`src/rtl/if_pkg.sv`:
```
// Shared definitions for the instruction-fetch block.
//   fetch_state_t : fetch FSM states (FAULT is reachable only when the
//                   FETCH_BOUND_CHECK_EN build option is defined)
//   INST_BYTES    : byte stride between sequential instruction words
//   fetch_entry_t : one prefetch buffer entry {pc, inst}
package if_pkg;

  typedef enum logic [1:0] {
    BOOT  = 2'd0,
    RUN   = 2'd1,
    FAULT = 2'd2
  } fetch_state_t;

  localparam int unsigned INST_BYTES = 4;

  typedef struct packed {
    logic [31:0] pc;
    logic [31:0] inst;
  } fetch_entry_t;

endpackage

```
`src/rtl/if_fetch_fifo.sv`:
```
// Prefetch buffer: DEPTH-entry FIFO of fetch entries with synchronous flush.
// Ports:
//   clk, rst_n : clock, asynchronous active-low reset
//   push, din  : write din at the write pointer
//   pop        : advance the read pointer
//   flush      : empty the buffer; wins over push and pop
//   count      : number of valid entries (0..DEPTH)
//   head       : entry at the read pointer (storage value, even when empty)
// The caller guarantees no push when full unless a pop happens in the same cycle.
module if_fetch_fifo
  import if_pkg::*;
#(
  parameter int DEPTH = 4,
  localparam int PW = $clog2(DEPTH),
  localparam int CW = PW + 1
) (
  input  logic         clk,
  input  logic         rst_n,
  input  logic         push,
  input  logic         pop,
  input  logic         flush,
  input  fetch_entry_t din,
  output logic [CW-1:0] count,
  output fetch_entry_t head
);

  fetch_entry_t  mem [DEPTH];
  logic [PW-1:0] wr_ptr;
  logic [PW-1:0] rd_ptr;

  // Storage is cleared on reset so the head reads as zero out of reset.
  always_ff @(posedge clk or negedge rst_n) begin
    if (!rst_n) begin
      wr_ptr <= '0;
      rd_ptr <= '0;
      count  <= '0;
      for (int i = 0; i < DEPTH; i++) begin
        mem[i] <= '0;
      end
    end else if (flush) begin
      wr_ptr <= '0;
      rd_ptr <= '0;
      count  <= '0;
    end else begin
      if (push) begin
        mem[wr_ptr] <= din;
        wr_ptr      <= wr_ptr + 1'b1;
      end
      if (pop) begin
        rd_ptr <= rd_ptr + 1'b1;
      end
      count <= count + CW'(push) - CW'(pop);
    end
  end

  assign head = mem[rd_ptr];

endmodule

```
`src/rtl/if_fetch_unit.sv`:
```
// Instruction-fetch unit: owns the PC, fetches sequentially from a
// combinational instruction memory and buffers {pc, inst} pairs for decode.
// Ports:
//   clk, rst_n                : clock, asynchronous active-low reset
//   fetch_en                  : allow new fetches (pops continue when low)
//   imem_addr / imem_inst     : instruction memory address / read data
//   redirect_valid/_pc        : branch/jump redirect from execute
//   out_valid/_ready/_inst/_pc: valid/ready handshake towards decode
//   fetch_fault               : sticky out-of-bounds/misaligned fetch flag
// Build option FETCH_BOUND_CHECK_EN: enables the PC bound/alignment check and
// the FAULT state; without it fetch_fault stays 0 and any PC is fetched.
module if_fetch_unit
  import if_pkg::*;
#(
  parameter logic [31:0] RESET_PC  = 32'h0000_0000,
  parameter int          DEPTH     = 4,
  parameter int          MEM_WORDS = 64
) (
  input  logic        clk,
  input  logic        rst_n,
  input  logic        fetch_en,
  output logic [31:0] imem_addr,
  input  logic [31:0] imem_inst,
  input  logic        redirect_valid,
  input  logic [31:0] redirect_pc,
  output logic        out_valid,
  input  logic        out_ready,
  output logic [31:0] out_inst,
  output logic [31:0] out_pc,
  output logic        fetch_fault
);

  localparam int          CW       = $clog2(DEPTH) + 1;
  localparam logic [31:0] PC_LIMIT = 32'(MEM_WORDS * INST_BYTES);

  fetch_state_t  state_q, state_d;
  logic [31:0]   pc_q, pc_d;
  logic          fault_q, fault_set, fault_clr;
  logic          push, pop, room;
  logic [CW-1:0] count;
  logic [31:0]   redirect_target;
  logic          pc_bad, target_ok;
  fetch_entry_t  din, head;

`ifdef FETCH_BOUND_CHECK_EN
  // Misaligned redirect targets keep their low bits so the check can catch them.
  assign redirect_target = redirect_pc;
  assign pc_bad          = (pc_q[1:0] != 2'b00) | (pc_q >= PC_LIMIT);
  assign target_ok       = (redirect_pc[1:0] == 2'b00) & (redirect_pc < PC_LIMIT);
`else
  logic unused_bits;
  assign redirect_target = {redirect_pc[31:2], 2'b00};
  assign pc_bad          = 1'b0;
  assign target_ok       = 1'b1;
  // Bits not needed when the bound check is compiled out.
  assign unused_bits     = ^{redirect_pc[1:0], PC_LIMIT};
`endif

  assign pop  = out_valid & out_ready;
  assign room = (count < CW'(DEPTH)) | pop;

  always_comb begin
    state_d   = state_q;
    pc_d      = pc_q;
    push      = 1'b0;
    fault_set = 1'b0;
    fault_clr = 1'b0;
    case (state_q)
      BOOT: begin
        // One settle cycle for imem_addr after reset release.
        state_d = RUN;
        if (redirect_valid) pc_d = redirect_target;
      end
      RUN: begin
        if (redirect_valid) begin
          pc_d = redirect_target;
        end else if (pc_bad) begin
          state_d   = FAULT;
          fault_set = 1'b1;
        end else if (fetch_en && room) begin
          push = 1'b1;
          pc_d = pc_q + 32'(INST_BYTES);
        end
      end
      FAULT: begin
        if (redirect_valid) begin
          pc_d = redirect_target;
          if (target_ok) begin
            state_d   = RUN;
            fault_clr = 1'b1;
          end
        end
      end
      default: state_d = BOOT;
    endcase
  end

  always_ff @(posedge clk or negedge rst_n) begin
    if (!rst_n) begin
      state_q <= BOOT;
      pc_q    <= RESET_PC;
      fault_q <= 1'b0;
    end else begin
      state_q <= state_d;
      pc_q    <= pc_d;
      if (fault_set)      fault_q <= 1'b1;
      else if (fault_clr) fault_q <= 1'b0;
    end
  end

  assign din.pc   = pc_q;
  assign din.inst = imem_inst;

  // A redirect flushes the buffer; a same-cycle pop counts as consumed.
  if_fetch_fifo #(.DEPTH(DEPTH)) u_fifo (
    .clk   (clk),
    .rst_n (rst_n),
    .push  (push),
    .pop   (pop),
    .flush (redirect_valid),
    .din   (din),
    .count (count),
    .head  (head)
  );

  assign imem_addr   = pc_q;
  assign out_valid   = (count != '0);
  assign out_inst    = head.inst;
  assign out_pc      = head.pc;
  assign fetch_fault = fault_q;

endmodule
```
`config.mk`:
```
export PLATFORM = sky130hd
export DESIGN_NAME = if_fetch_unit
export DESIGN_NICKNAME = d
export VERILOG_FILES = /design/src/rtl/if_pkg.sv /design/src/rtl/if_fetch_fifo.sv /design/src/rtl/if_fetch_unit.sv
export SDC_FILE = /design/constraint.sdc
export NUM_CORES = 1
export LEC_CHECK = 0
export CORE_ASPECT_RATIO = 0.7
export CORE_MARGIN = 5
export CORE_UTILIZATION = 60
export DETAILED_ROUTE_END_ITERATION = 8
export GPL_TIMING_DRIVEN = 1
export PLACE_DENSITY = 0.9
export SKIP_CTS_REPAIR_TIMING = 1
export SYNTH_ARGS = -nofsm -noshare
export SYNTH_HDL_FRONTEND = slang
export SYNTH_HIERARCHICAL = 1
export SYNTH_SLANG_ARGS = --single-unit
export TNS_END_PERCENT = 1
```
`constraint.sdc`:
```
create_clock -name clk -period 4.7 [get_ports clk]
set_input_delay 0.94 -clock clk [delete_from_list [all_inputs] [get_ports clk]]
set_output_delay 0.94 -clock clk [all_outputs]
set_load 0.005 [all_outputs]
```
Word level (Yosys, flattened, before mapping)
Index checks and enable logic that the tools add are counted.
{ "word_totals": {"register_bits": 297, "input_bits": 69, "wordCells": 64} }
{ "op_classes": {"addsub": 5, "magnitude_cmp": 4, "eq_ne": 5, "mux": 20, "bitwise": 6, "reduce_logical": 11} }
{ "op_table": {"columns": ["cell", "n"], "rows": [
  ["$bwmux 256", 1],
  ["$mux 64", 3],
  ["$bmux 64 s2", 1],
  ["$demux 64 s2", 1],
  ["$mux 32", 3],
  ["$pmux 32 s2", 1],
  ["$add 32x3->32 const B", 1],
  ["$mux 2", 5],
  ["$ge 3x3->1 const B", 2],
  ["$not 2->3", 2],
  ["$pmux 2 s3", 1],
  ["$reduce_bool 2->1", 3],
  ["$add 2x1->2 const B", 2],
  ["$reduce_and 2->1", 2],
  ["$add 3x1->3", 1],
  ["$lt 3x1->1 const B", 1],
  ["$lt 3x3->1 const B", 1],
  ["$mux 1", 3],
  ["$mux 3", 1],
  ["$ne 3x3->1 const B", 1],
  ["$reduce_and 3->1", 1],
  ["$reduce_bool 3->1", 1],
  ["$sub 3x1->3", 1],
  ["$eq 2x1->1 const B", 1],
  ["9 further kinds", 11]
]} }

Logic depth before layout (Yosys ltp)
{ "depth": {"ltp_word": 10, "ltp_mapped": 10, "ltp_nobuf": 9} }

Hierarchy
Netlist, hierarchy kept.
{ "modules_own_cells": {"columns": ["module", "n_inst", "cells_per_inst", "area_per_inst_um2"], "rows": [
  ["if_fetch_fifo", 1, 657, 12500.7],
  ["if_fetch_unit", 1, 244, 2024.4]
]} }

Worst setup path after synthesis
OpenSTA, ideal clock, no wires.
{ "synth_timing": {"path_kind": "input-to-reg", "from": "input port redirect_valid", "to": "register u_fifo/mem[10] (netlist name)", "arrival_time_ns": 2.337, "path_slack_ns": 2.238, "path_stages": 10, "n_path_buf": 5, "cell_sequence": "buf_6 > nor2b_1 > clkbuf_1 > nand2_1 > inv_1 > buf_6 > nand3b_1 > buf_6 > buf_6 > mux2_4"} }
{ "synth_between": {"elab_chain_len": 3, "word_cells_on_any_way": 4, "cone_classes": "mux: 2; bitwise: 1; reduce/logical: 1"} }
{ "synth_lines": {"columns": ["item", "line", "source"], "rows": [
  ["from (decl)", "if_fetch_unit.sv:24", "input logic redirect_valid,"],
  ["$mux 1", "if_fetch_unit.sv:75", "if (redirect_valid) begin"],
  ["$mux 1", "if_fetch_unit.sv:68", "case (state_q)"],
  ["net push", "if_fetch_unit.sv:39", "logic push, pop, room;"],
  ["$reduce_and 2->1 (no line)", null, null],
  ["to (signal, indexed assignment)", "if_fetch_fifo.sv:46", "mem[wr_ptr] <= din;"],
  ["to (decl)", "if_fetch_fifo.sv:27", "fetch_entry_t mem [DEPTH];"]
]} }
The timed path passes the listed nets, and every way through them passes these cells.
A chain may end at the register's enable or synchronous reset.

Final worst setup path
{ "layout_timing": {"from": "register u_fifo.rd_ptr[0]", "to": "output port out_pc[10]"} }
{ "layout_between": {"elab_chain_len": 4} }
{ "layout_lines": {"columns": ["item", "line", "source"], "rows": [
  ["from (decl)", "if_fetch_fifo.sv:29", "logic [PW-1:0] rd_ptr;"],
  ["from (signal assigned)", "if_fetch_fifo.sv:50", "rd_ptr <= rd_ptr + 1'b1;"],
  ["$not 2->3 (not written as such)", "if_fetch_fifo.sv:56", "assign head = mem[rd_ptr];"],
  ["$bmux 64 s2", "if_fetch_fifo.sv:56", null],
  ["$mux 64 (not written as such) (2 in series)", "if_fetch_fifo.sv:56", null],
  ["to (decl)", "if_fetch_unit.sv:29", "output logic [31:0] out_pc,"]
]} }
No other way between the ends. The select of a mux whose other input is x is not followed.

==> impl_metrics.env <==
export IMPL_hpwlAfterDp_um=20600
export IMPL_overflow=0
export IMPL_dpl_cell_area_um2=16200
export IMPL_p_leak_nw=8.35
export IMPL_synth_top_area_frac=0.507
export IMPL_antenna_found_initial=0
export IMPL_dr_total_vias=8456
export IMPL_fp_dieH_um=140
export IMPL_synth_seq_area_share=0.507
export IMPL_setup_viol=0
export IMPL_ys_types=60
export IMPL_cts_inserted_buffers=28
export IMPL_grt_max_degree=134
export IMPL_diodes=0
export IMPL_final_util=0.723
export IMPL_synth_common_cells="dfrtp_1, mux2_4, mux4_2"
export IMPL_worstMarginPinSlew_ns=1.07
export IMPL_grt_usage=0.237
export IMPL_wl_um=32200
export IMPL_finalClockSkew_ns=0.0108
export IMPL_clkTransAtPathRegs_ns=0.07
export IMPL_async_reset_ff_frac=1.00
export IMPL_setup_tns_ns=0
export IMPL_synth_most_common_cell="dfrtp_1"
export IMPL_powerDensity_nw_per_um2=462
export IMPL_yosysWarnings=6
export IMPL_first_global_vias=9290
export IMPL_finalHoldViolCount=0
export IMPL_cts_tree="yes"
export IMPL_place_gp_congestion=0.898
export IMPL_clk_path_buf_depth=3
export IMPL_finalCritPeriodShare=0.814
export IMPL_crit_type="reg2out"
export IMPL_cts_root_buf="clkbuf_16"
export IMPL_io_pins=167
export IMPL_avgSynthCellArea_um2=16.1
export IMPL_synth_ff_type="dfrtp_1"
export IMPL_synthTopCellsByArea="dfrtp_1, mux2_4, mux4_2"
export IMPL_slew_headroom=0.286
export IMPL_core_um2=23800
export IMPL_netlist_instances=901
export IMPL_drt_initial_drc_count=449
export IMPL_yosysTopAreaCell="dfrtp_1"
export IMPL_period_needed_ns=3.83
export IMPL_critPathRequiredTime_ns=3.76
export IMPL_routedWlPerCell_um=23.1
export IMPL_drcViolationCount=0
export IMPL_design_area_um2=17200
export IMPL_cts_sinks=294
export IMPL_synth_edf_count=0
export IMPL_status="finished clean"
export IMPL_dieWidth_um=196
export IMPL_critPathMaxFanout=35
export IMPL_grt_pass1_wl_um=52800
export IMPL_row_count=47
export IMPL_synth_seq_cells=294
export IMPL_rsz0062_at_grt="no"
export IMPL_arrival_ns=2.89
export IMPL_viasPerCell=6.06
export IMPL_peakVddDrop_uv=295
export IMPL_ant_nets=0
export IMPL_io_buffer_count=161
export IMPL_areaGrowthSynthToFinish_pct=18.3
export IMPL_synth_area_um2=14500
export IMPL_fmax_mhz=261
export IMPL_worstSetupEndpointType="output pin"
export IMPL_hold_path_class="reg2reg"
export IMPL_cts_htree_levels=1
export IMPL_initial_utilization=0.611
export IMPL_worstSetupStartpointType="register"
export IMPL_fillers=1469
export IMPL_dieArea_um2=27500
export IMPL_drv_slew=0
export IMPL_layout_nets=1134
export IMPL_dp_cells=1345
export IMPL_first_pass_iters=5
export IMPL_drive_gt1_frac=0.369
export IMPL_drv_cap=0
export IMPL_clk_latency_ns=0.54
export IMPL_instances_no_fill=1395
-- path summary, 6_finish.rpt --
path / slack [ns] / depth (start not counted) / startpoint / end
hold reg to reg: 0.49 / 1 / u_fifo/mem[41]$_DFFE_PN0P_ / u_fifo/mem[41]$_DFFE_PN0P_
setup / recovery: 0.87 / 3 / u_fifo/rd_ptr[0]$_DFFE_PN0P_ / out_pc[10]
setup reg to reg: 1.97 / 7 / u_fifo/count[2]$_DFF_PN0_ / u_fifo/mem[72]$_DFFE_PN0P_
max in group asynchronous: 3.17 / 2 / rst_n / u_fifo/mem[69]$_DFFE_PN0P_
hold / removal: 0.49 / 1 / u_fifo/mem[41]$_DFFE_PN0P_ / u_fifo/mem[41]$_DFFE_PN0P_
min in group asynchronous: 0.51 / 1 / rst_n / u_fifo/mem[168]$_DFFE_PN0P_
-- critical path, cell delays in order (launching register included) --
cell	delay, ns
dfrtp_4	0.90
buf_4	0.40
mux4_2	0.55
clkdlybuf4s50_1	0.49
-- cell type report --
type                       count  area, um^2  share of cell area
sequential                   294        7360               0.429
tap                          318         398              0.0232
clock buffer                  38         820              0.0477
inverter                      12        45.0             0.00262
clock inverter                12         163             0.00947
multi-input combinational    541        6570               0.382
timing repair buffer         180        1820               0.106
-- cells by family after synthesis --
family | synth area share
AOI/OAI and AO/OA | 0.0326
xor gates and xnor gates | 0.00637
adders and majority gates | 0.00741
buffers and inverters | 0.0440
DFF | 0.507
muxes | 0.357
other | 0.000517
and+or+nand+nor | 0.0459
-- cell usage in the layout (no fill, tap or decap), types with 5 or more instances in the layout --
| master | synthesis | routed |
|---|---|---|
| dfrtp_1 | 294 | 292 |
| mux2_4 | 223 | 223 |
| clkdlybuf4s50_1 | 0 | 160 |
| mux4_2 | 64 | 64 |
| nor2_1 | 31 | 31 |
| mux2_2 | 31 | 31 |
| clkbuf_16 | 0 | 29 |
| nand2_1 | 22 | 22 |
| o21ai_0 | 19 | 19 |
| a21oi_1 | 19 | 19 |
| nand3_1 | 14 | 14 |
| buf_4 | 6 | 14 |
| inv_1 | 12 | 12 |
| conb_1 | 2 | 12 |
| nand4_1 | 8 | 8 |
| ha_1 | 7 | 7 |
| clkinv_2 | 0 | 7 |
| nor4_1 | 6 | 6 |
| clkbuf_8 | 0 | 6 |
| and2_1 | 5 | 5 |
| and3_1 | 5 | 5 |
| a311oi_1 | 5 | 5 |
| buf_12 | 3 | 5 |
-- layer usage --
layer	vias to the layer above	track usage	routed length (um)
met1	4457	0.342	14200
met3	59	0.0446	1950
met5	-	0	0
met2	290	0.384	15300
met4	0	0.0455	646
li1	3650	-	-
-- report_power, final --
| group | switching, W | internal (W) |
|---|---|---|
| clock | 0.000956 | 0.00143 |
| sequential | 0.000411 | 0.00289 |
| combinational | 0.000689 | 0.00156 |
-- stage by stage --
step	hold WS [ns]	power, W	setup slack, ns
2_1_floorplan	0.459	0.00451	2.24
3_3_place_gp	0.476	0.00552	0.955
3_5_place_dp	0.482	0.00559	0.927
4_1_cts	0.497	0.00802	0.784
5_1_grt	0.514	0.00831	0.699
6_report	0.490	0.00794	0.875
-- registers in the layout, summed over array words and instances (netlist names) --
| name | count |
|---|---|
| imem_addr | 30 |
| state_q | 1 |
| u_fifo/count | 3 |
| u_fifo/mem | 256 |
| u_fifo/rd_ptr | 2 |
| u_fifo/wr_ptr | 2 |
Power figures use the tool's default switching activity.
